===== config.mk =====
export PLATFORM = sky130hd
export DESIGN_NAME = ps2_host_tx
export DESIGN_NICKNAME = d
export VERILOG_FILES = /design/src/rtl/ps2_pkg.sv /design/src/rtl/ps2_clk_filter.sv /design/src/rtl/ps2_host_tx.sv
export SDC_FILE = /design/constraint.sdc
export NUM_CORES = 1
export LEC_CHECK = 0
export ABC_AREA = 1
export CAP_MARGIN = 20
export CORE_MARGIN = 2
export CORE_UTILIZATION = 64
export CTS_CLUSTER_SIZE = 16
export DETAILED_ROUTE_END_ITERATION = 8
export PLACE_DENSITY = 0.85
export SETUP_SLACK_MARGIN = 0.2
export SYNTH_ARGS = -nofsm -noshare
export SYNTH_HDL_FRONTEND = slang
export SYNTH_SLANG_ARGS = --single-unit
export TNS_END_PERCENT = 30

===== constraint.sdc =====
create_clock -name clk -period 3.65 [get_ports clk]
set_input_delay 0.5475 -clock clk [delete_from_list [all_inputs] [get_ports clk]]
set_output_delay 0.5475 -clock clk [all_outputs]
set_load 0.02 [all_outputs]

===== src/rtl/ps2_pkg.sv =====
// Shared PS/2 definitions: transmitter states, command bytes, parity helper.
package ps2_pkg;

  typedef enum logic [2:0] {
    IDLE    = 3'd0,
    INHIBIT = 3'd1,
    SEND    = 3'd2,
    ACK     = 3'd3,
    WAITHI  = 3'd4
  } state_t;

  localparam logic [7:0] CMD_SET_LED = 8'hED;
  localparam logic [7:0] CMD_RESET   = 8'hFF;
  localparam logic [7:0] RSP_ACK     = 8'hFA;

  // Number of inhibit cycles, at the end of the inhibit window, during which
  // data is already pulled low so the start bit is in place at clock release.
  localparam int DATA_LEAD_CYCLES = 16;

  // Parity bit that makes the 9-bit (data + parity) word carry an odd count of ones.
  function automatic logic odd_parity(input logic [7:0] d);
    return ~^d;
  endfunction

endpackage


===== src/rtl/ps2_clk_filter.sv =====
// Debounce for the PS/2 clock pin: a level is accepted only after FILT_LEN+1
// identical samples; fall pulses for one cycle on an accepted 1->0 change.
module ps2_clk_filter #(
  parameter int FILT_LEN = 8
) (
  input  logic clk,
  input  logic rst_n,
  input  logic raw,
  output logic level,
  output logic fall
);

  logic [FILT_LEN:0] hist;

  // Shift in raw samples; switch the level only on a unanimous history.
  always_ff @(posedge clk or negedge rst_n) begin
    if (!rst_n) begin
      hist  <= '1;
      level <= 1'b1;
      fall  <= 1'b0;
    end else begin
      hist <= {hist[FILT_LEN-1:0], raw};
      fall <= 1'b0;
      if (&hist) begin
        level <= 1'b1;
      end else if (~|hist) begin
        level <= 1'b0;
        fall  <= level;
      end
    end
  end

endmodule


===== src/rtl/ps2_host_tx.sv =====
// PS/2 host-to-device transmitter: clock inhibit, start bit, 8 data bits
// LSB-first, odd parity, stop, then device acknowledge, with a per-edge timeout.
//
// Handshake: a byte is accepted on a rising clk edge where tx_valid && tx_ready;
// tx_ready is 0 from the next cycle until the cycle done or err pulses, and
// tx_valid is ignored meanwhile.
module ps2_host_tx
  import ps2_pkg::*;
#(
  parameter int INHIBIT_CYCLES = 2500,
  parameter int TIMEOUT_CYCLES = 375000,
  parameter int FILT_LEN       = 8
) (
  input  logic       clk,
  input  logic       rst_n,
  input  logic [7:0] tx_data,
  input  logic       tx_valid,
  output logic       tx_ready,
  input  logic       ps2_clk,
  input  logic       ps2_data,
  output logic       ps2_clk_oe,
  output logic       ps2_data_oe,
  output logic       done,
  output logic       err
);

  localparam int CNT_MAX = (INHIBIT_CYCLES > TIMEOUT_CYCLES) ? INHIBIT_CYCLES : TIMEOUT_CYCLES;
  // Sized so the load value itself always fits.
  localparam int CW = $clog2(CNT_MAX + 1);

  // Counters are loaded with N-1 and expire on the cycle they read zero,
  // which gives exactly N cycles in the state.
  localparam logic [CW-1:0] INH_LOAD = CW'(INHIBIT_CYCLES - 1);
  localparam logic [CW-1:0] TO_LOAD  = CW'(TIMEOUT_CYCLES - 1);
  localparam logic [CW-1:0] LEAD     = CW'(DATA_LEAD_CYCLES);
  localparam logic [CW-1:0] ONE      = CW'(1);

  state_t       state;
  logic [CW-1:0] cnt;
  logic [3:0]   bitcnt;
  logic [7:0]   data;
  logic         data_q;
  logic         clk_level;
  logic         clk_fall;

  ps2_clk_filter #(.FILT_LEN(FILT_LEN)) u_clk_filter (
    .clk   (clk),
    .rst_n (rst_n),
    .raw   (ps2_clk),
    .level (clk_level),
    .fall  (clk_fall)
  );

  // Single register stage on the data pin.
  always_ff @(posedge clk or negedge rst_n) begin
    if (!rst_n) data_q <= 1'b1;
    else        data_q <= ps2_data;
  end

  // Transfer sequencer with registered line enables and status pulses.
  always_ff @(posedge clk or negedge rst_n) begin
    if (!rst_n) begin
      state       <= IDLE;
      cnt         <= '0;
      bitcnt      <= '0;
      data        <= '0;
      tx_ready    <= 1'b1;
      ps2_clk_oe  <= 1'b0;
      ps2_data_oe <= 1'b0;
      done        <= 1'b0;
      err         <= 1'b0;
    end else begin
      done <= 1'b0;
      err  <= 1'b0;
      case (state)
        IDLE: begin
          tx_ready    <= 1'b1;
          ps2_clk_oe  <= 1'b0;
          ps2_data_oe <= 1'b0;
          if (tx_valid && tx_ready) begin
            data        <= tx_data;
            cnt         <= INH_LOAD;
            tx_ready    <= 1'b0;
            ps2_clk_oe  <= 1'b1;
            ps2_data_oe <= (INH_LOAD < LEAD);
            state       <= INHIBIT;
          end
        end
        INHIBIT: begin
          if (cnt == '0) begin
            ps2_clk_oe  <= 1'b0;
            ps2_data_oe <= 1'b1;
            bitcnt      <= '0;
            cnt         <= TO_LOAD;
            state       <= SEND;
          end else begin
            cnt         <= cnt - ONE;
            ps2_data_oe <= (cnt <= LEAD);
          end
        end
        SEND: begin
          if (clk_fall) begin
            cnt    <= TO_LOAD;
            bitcnt <= bitcnt + 4'd1;
            if (bitcnt < 4'd8) begin
              ps2_data_oe <= ~data[bitcnt[2:0]];
            end else if (bitcnt == 4'd8) begin
              ps2_data_oe <= ~odd_parity(data);
            end else begin
              ps2_data_oe <= 1'b0;
              state       <= ACK;
            end
          end else if (cnt == '0) begin
            err         <= 1'b1;
            tx_ready    <= 1'b1;
            ps2_clk_oe  <= 1'b0;
            ps2_data_oe <= 1'b0;
            state       <= IDLE;
          end else begin
            cnt <= cnt - ONE;
          end
        end
        ACK: begin
          if (clk_fall) begin
            cnt <= TO_LOAD;
            if (!data_q) begin
              state <= WAITHI;
            end else begin
              err      <= 1'b1;
              tx_ready <= 1'b1;
              state    <= IDLE;
            end
          end else if (cnt == '0) begin
            err         <= 1'b1;
            tx_ready    <= 1'b1;
            ps2_clk_oe  <= 1'b0;
            ps2_data_oe <= 1'b0;
            state       <= IDLE;
          end else begin
            cnt <= cnt - ONE;
          end
        end
        WAITHI: begin
          if (clk_level && data_q) begin
            done     <= 1'b1;
            tx_ready <= 1'b1;
            state    <= IDLE;
          end else if (cnt == '0) begin
            err         <= 1'b1;
            tx_ready    <= 1'b1;
            ps2_clk_oe  <= 1'b0;
            ps2_data_oe <= 1'b0;
            state       <= IDLE;
          end else begin
            cnt <= cnt - ONE;
          end
        end
        default: begin
          tx_ready    <= 1'b1;
          ps2_clk_oe  <= 1'b0;
          ps2_data_oe <= 1'b0;
          state       <= IDLE;
        end
      endcase
    end
  end

endmodule


==> results.cfg <==
[sta]
finClkSkew_ns = 0.00683
rsz0062_at_grt = no
finalSetupViolCount = 0
tns_ns = 0
finalHoldViolCount = 0
fin_crit_ns = 2.16
slew_violations = 0
fmax_ghz = 0.462
fin_ws_ns = 1.49
worst_slew_pin_slew_ns = 0.584
fin_crit_sh = 0.593
maxSlewHeadroom = 0.610

[clock_network]
post-cts-setup-buffers = 0
ctsHoldBuffers = 0
cts_buffers = 5
clock-sinks = 51
clockBufferDepth = 2
root_buffer = clkbuf_8
ctsResizeCount = 0
clock_latency_ns = 0.31
clk_pin_slew_worst_paths_ns = 0.10
cts_tree = built
cts-htree-levels = 2

[hold_path]
hold_class = primary input to asynchronous set/reset pin

[logic_synthesis]
yosysSeqAreaShare = 0.423
synth.distinct_cells = 36
syn_area_sq_mm = 0.00305
synth_edf_count = 0
syn_area_per_cell_sq_um = 7.65
ys_ff_latch = 51
yosys_warnings = 0
synthCells = 399
synth.net_count = 416
ys.flop_type = dfrtp_1
async_reset_ff_frac = 1.00

[power_and_ir_drop]
p_leak_nw = 1.59
p_per_area_mw_per_mm2 = 659
vdd_ir_drop_max_mv = 0.426

[global_routing]
grt_max_degree = 52
grt_pass1_vias = 2734
grt_use_total = 0.281
grt-ovfl-total = 0
grt_pass1_wl_um = 11700
antenna_found_initial = 0

[setup_path]
crit_path_start_kind = register
r2r_cells = 9
r2r-end = cnt[1]$_DFFE_PN0P_
cp_max_fo = 16
cp-end-kind = register
r2r-start = cnt[0]$_DFFE_PN0P_
critical_path.startpoint = cnt[0]$_DFFE_PN0P_
cp.arrival_ns = 2.35
required_ns = 3.84
critPathKind = register to register
r2r_slack_ns = 1.49

[detailed_routing]
wl_um = 6760
routedWlPerCell_um = 14.3
vias_per_cell = 5.71
dr.pass1.iters = 6
dr_total_vias = 2706
drt_iter0_drc = 195
drtAntennaViolNets = 0
drc = 0

[run]
drv_cap = 0

[floorplan]
rows = 25
ioPinCount = 18
start_util = 0.655
die_w_um = 73.1
dieArea_sq_mm = 0.00534
die_height_um = 73.1
fp.coreArea_sq_mm = 0.00466

[cells_and_area]
nFillCells = 375
stdcell_area_sq_mm = 0.00336
final_net_count = 436
drive_above_1_share = 0.152
regArea_sq_mm = 0.00129
finalNonFillerCells = 474
multiInputGateArea_sq_mm = 0.00152
area_growth_syn_to_layout_pct = 10.2
diodes = 0

[placement]
dpl_worst_slack_ns = 1.45
placed_cell_area_sq_mm = 0.00325
io_buffers = 17
gp_congestion = 0.930
dp_hpwl_um = 5000
dp_cells = 465

[status]
status = finished, final reports clean
synthesized netlist by cell type (3+ instances only):
cell type	instances	share of area
nand2_2	9	0.018
o31ai_1	3	0.0074
xor2_1	6	0.017
inv_2	8	0.0098
a21oi_1	26	0.043
nor2_1	38	0.047
nand3_1	31	0.051
o21ai_1	9	0.015
o21ai_0	18	0.029
inv_1	48	0.059
nand4_1	3	0.0061
dfrtp_1	39	0.32
nor2_2	11	0.023
ha_1	4	0.016
nor3_1	6	0.0098
nor2_4	4	0.015
nand2_1	91	0.11
dfstp_2	12	0.10
a22oi_1	7	0.017
buf_2	3	0.0049
stage by stage:
step | total power, mW | hold WS [ns] | util
2_1_floorplan | 1.62 | 0.252 | -
3_3_place_gp | 1.82 | 0.362 | 0.697
3_5_place_dp | 1.87 | 0.364 | 0.697
4_1_cts | 2.22 | 0.381 | 0.718
5_1_grt | 2.40 | 0.187 | 0.722
6_report | 2.22 | 0.159 | 0.722
critical path, stage by stage, from the launching register on:
cell,delay [ns]
dfrtp_1,0.45
inv_1,0.17
ha_1,0.30
nand3_1,0.13
inv_1,0.14
nand4_4,0.25
nand2_1,0.15
nand2_2,0.14
o21ai_0,0.21
a22oi_1,0.09
routing by layer:
layer | wire, um | up-vias | GRT usage
li1 | - | 1341 | -
met1 | 2780 | 1250 | 0.335
met2 | 3420 | 89 | 0.485
met3 | 368 | 26 | 0.0511
met4 | 195 | 0 | 0.134
met5 | 0 | - | 0
logic make-up (layout without fill, tap and decap cells):
logic type      count (synthesis)  count (layout)  share of synthesized area
compound gates                 75              75                      0.146
fa+ha+maj                       4               4                     0.0164
simple gates                  200             200                      0.311
buf+inv                        61              82                     0.0811
flops                          51              51                      0.423
xor+xnor                        8               8                     0.0229
state kept, by name, summed over array words and instances (netlist names):
register,cells
state,3
ps2_clk_oe,1
err,1
u_clk_filter.fall,1
u_clk_filter.level,1
data_q,1
ps2_data_oe,1
data,8
tx_ready,1
bitcnt,4
done,1
cnt,19
u_clk_filter.hist,9
layout by cell type, fill, tap and decap left out, types with 3 or more instances in the layout:
cell type | synthesis | layout
dfrtp_1 | 39 | 39
nor2_4 | 4 | 4
nand2_2 | 9 | 9
clkbuf_8 | 0 | 5
inv_1 | 48 | 48
dfstp_2 | 12 | 12
a21oi_1 | 26 | 26
nor3_1 | 6 | 6
inv_2 | 8 | 8
nand4_1 | 3 | 3
ha_1 | 4 | 4
o31ai_1 | 3 | 3
nor2_2 | 11 | 11
a22oi_1 | 7 | 7
nand3_1 | 31 | 31
o21ai_1 | 9 | 9
o21ai_0 | 18 | 18
xor2_1 | 6 | 6
clkdlybuf4s50_1 | 0 | 16
nand2_1 | 91 | 91
nor2_1 | 38 | 38
final cells by class:
| class | count | share of cell area |
|---|---|---|
| repair buffers | 18 | 0.0550 |
| well taps | 54 | 0.0201 |
| clock buffers | 5 | 0.0205 |
| inverters | 56 | 0.0625 |
| flip-flops and latches | 51 | 0.384 |
| clock inverters | 3 | 0.00781 |
| multi-input cells | 287 | 0.450 |
report_power, final:
part | leakage (nW) | internal (mW) | switching [mW] | total (mW)
clock network | 0.0491 | 0.141 | 0.198 | 0.339
logic | 0.928 | 0.341 | 0.700 | 1.04
registers | 0.611 | 0.702 | 0.134 | 0.836
how the worst max path moves through the flow:
| stage | end | slack (ns) | depth (start not counted) |
|---|---|---|---|
| 2_1_floorplan | cnt[0]$_DFFE_PN0P_ | 1.76 | 9 |
| 3_3_place_gp | cnt[17]$_DFFE_PN0P_ | 1.52 | 10 |
| 3_5_place_dp | cnt[17]$_DFFE_PN0P_ | 1.45 | 10 |
| 4_1_cts | cnt[1]$_DFFE_PN0P_ | 1.52 | 9 |
| 5_1_grt | cnt[1]$_DFFE_PN0P_ | 1.32 | 9 |
| 6_report | cnt[1]$_DFFE_PN0P_ | 1.49 | 9 |
(Power assumes the default switching activity.)
==> RTL change: new RTL, same flow settings <==
Set the parameter `TIMEOUT_CYCLES` to 187500 (it was 375000).
--- a/src/rtl/ps2_host_tx.sv
+++ b/src/rtl/ps2_host_tx.sv
@@ -10,3 +10,3 @@
   parameter int INHIBIT_CYCLES = 2500,
-  parameter int TIMEOUT_CYCLES = 375000,
+  parameter int TIMEOUT_CYCLES = 187500,
   parameter int FILT_LEN       = 8
Function: no difference found for any inputs over 10 cycles, from zero or initial values and one cycle with rst_n low; that may be too few to reach the edited logic, so the function may still have changed.
==> RTL change against the unedited design <==
  * First-iteration DRC count up 17%
  * Worst setup slack worse by 0.030 ns
  * Count of clock-buffer cells in the layout unchanged
  * Total power up 11%
  * Synthesized area up 1.2%
  * Sequential share of layout area down 0.95 points
  * Sequential cell count down 1
  * Critical endpoint is now cnt[0]$_DFFE_PN0P_
  * Largest power group unchanged
  * Wire length up 4.2%
  * Largest cell class unchanged
  * Final area up 0.56%
  * Clock power up 3%
==> RTL change: results (changes against the unedited design) <==
status finished, final reports clean; number of standard cells after synthesis 410 (+2.8%); Max IR drop VDD 0.372 mV (-13%); reported leakage power 1.60 nW (+0.98%); top cells by area, synth dfrtp_1, nand2_1, dfstp_2, nand3_1, inv_1; via/cell ratio 5.86 (+2.6%); internal power of the cells 1.29 mW (+8.8%); power consumption 2.46 mW (+11%); HPWL after detailed placement 5280 um (+5.7%); Post-synth top cells nand2_1, inv_1, nor2_1, dfrtp_1, nand3_1; sequential fraction of the synthesis area 41.0% (-1.3 points); number of global-route vias before repair 2533 (-7.4%); share of cells above drive strength 1 14.2% (-1.1 points); flop-to-flop setup slack 1.46 ns (-0.03 ns); R2R Path End cnt[0]$_DFFE_PN0P_; routed length on met1 3220 um (+16%); last weighted congestion value of the routability-driven placer 0.944 (+1.5%); largest registers cnt (18), u_clk_filter.hist (9), data (8); met3 WL post-DR 572 um (+55%); library cells used by synthesis 42 (+17%); Reg2Reg Depth 11 (+2); router iterations before antenna repair 5 (-1); fill count 367 (-2.1%); routed wire length 7040 um (+4.2%); worst-case setup slack after placement 1.37 ns (-0.0823 ns); relative max-transition margin 57.4% (-3.5 points); maximum number of pins on one net before global-route repair 31 (-40%); Post-Layout Cell Count 484 (+2.1%); GRT Overall Usage 28.0% (about the same); Post-Place Cell Area 3290 um^2 (+1.1%); violation count after the first detailed-routing iteration 228 (+17%); power of the combinational group 1.24 mW (+19%); met2 wire length 3150 um (-7.9%); first-pass GRT wire length 11700 um (about the same); worst hold slack 0.179 ns (+0.0204 ns); critical path peak fanout 5 (-11)
-- RTL change: cell types whose count changed after synthesis, moves of 5 or more --
| cell | unedited run | this run |
|---|---|---|
| nor2_2 | 11 | 4 |
| a21oi_1 | 26 | 21 |
| o21ai_0 | 18 | 11 |
| nor2_1 | 38 | 45 |
| nand2_1 | 91 | 106 |
-- RTL change: worst max-delay path by stage --
stage                            start                  end  slack (ns)  cells past startpoint
floorplan           cnt[0]$_DFFE_PN0P_   cnt[0]$_DFFE_PN0P_        1.80                     10
global placement              tx_valid  cnt[12]$_DFFE_PN0P_        1.41                      8
detailed placement            tx_valid  cnt[12]$_DFFE_PN0P_        1.37                      8
CTS                 cnt[0]$_DFFE_PN0P_   cnt[0]$_DFFE_PN0P_        1.49                     11
global route        cnt[0]$_DFFE_PN0P_  cnt[11]$_DFFE_PN0P_        1.19                      9
finish              cnt[0]$_DFFE_PN0P_   cnt[0]$_DFFE_PN0P_        1.46                     11
-- RTL change: kinds of logic after synthesis --
kind of cell | after synthesis | share of synthesized area [%]
XOR/XNOR | 11 | 3.12
buffers and inverters | 62 | 8.34
AND/OR/NAND/NOR | 216 | 32.1
AO/OA/AOI/OAI | 67 | 13.8
flip-flops | 50 | 41.0
adder cells (fa/ha/maj) | 4 | 1.62
-- RTL change: layout make-up --
| type | instances | area (um^2) | share of cell area [%] |
|---|---|---|---|
| clock buffer | 5 | 68.8 | 2.03 |
| clock inverter | 3 | 28.8 | 0.851 |
| inverter | 56 | 213 | 6.29 |
| multi-input combinational | 298 | 1570 | 46.3 |
| sequential | 50 | 1270 | 37.4 |
| tap | 54 | 67.6 | 2.00 |
| timing repair buffer | 18 | 173 | 5.10 |
-- RTL change: metal layers --
metal  track usage, %  vias up
met3             5.62       13
met1             40.5     1316
met4             8.48        0
li1                 -     1382
met5                0        -
met2             42.8      124
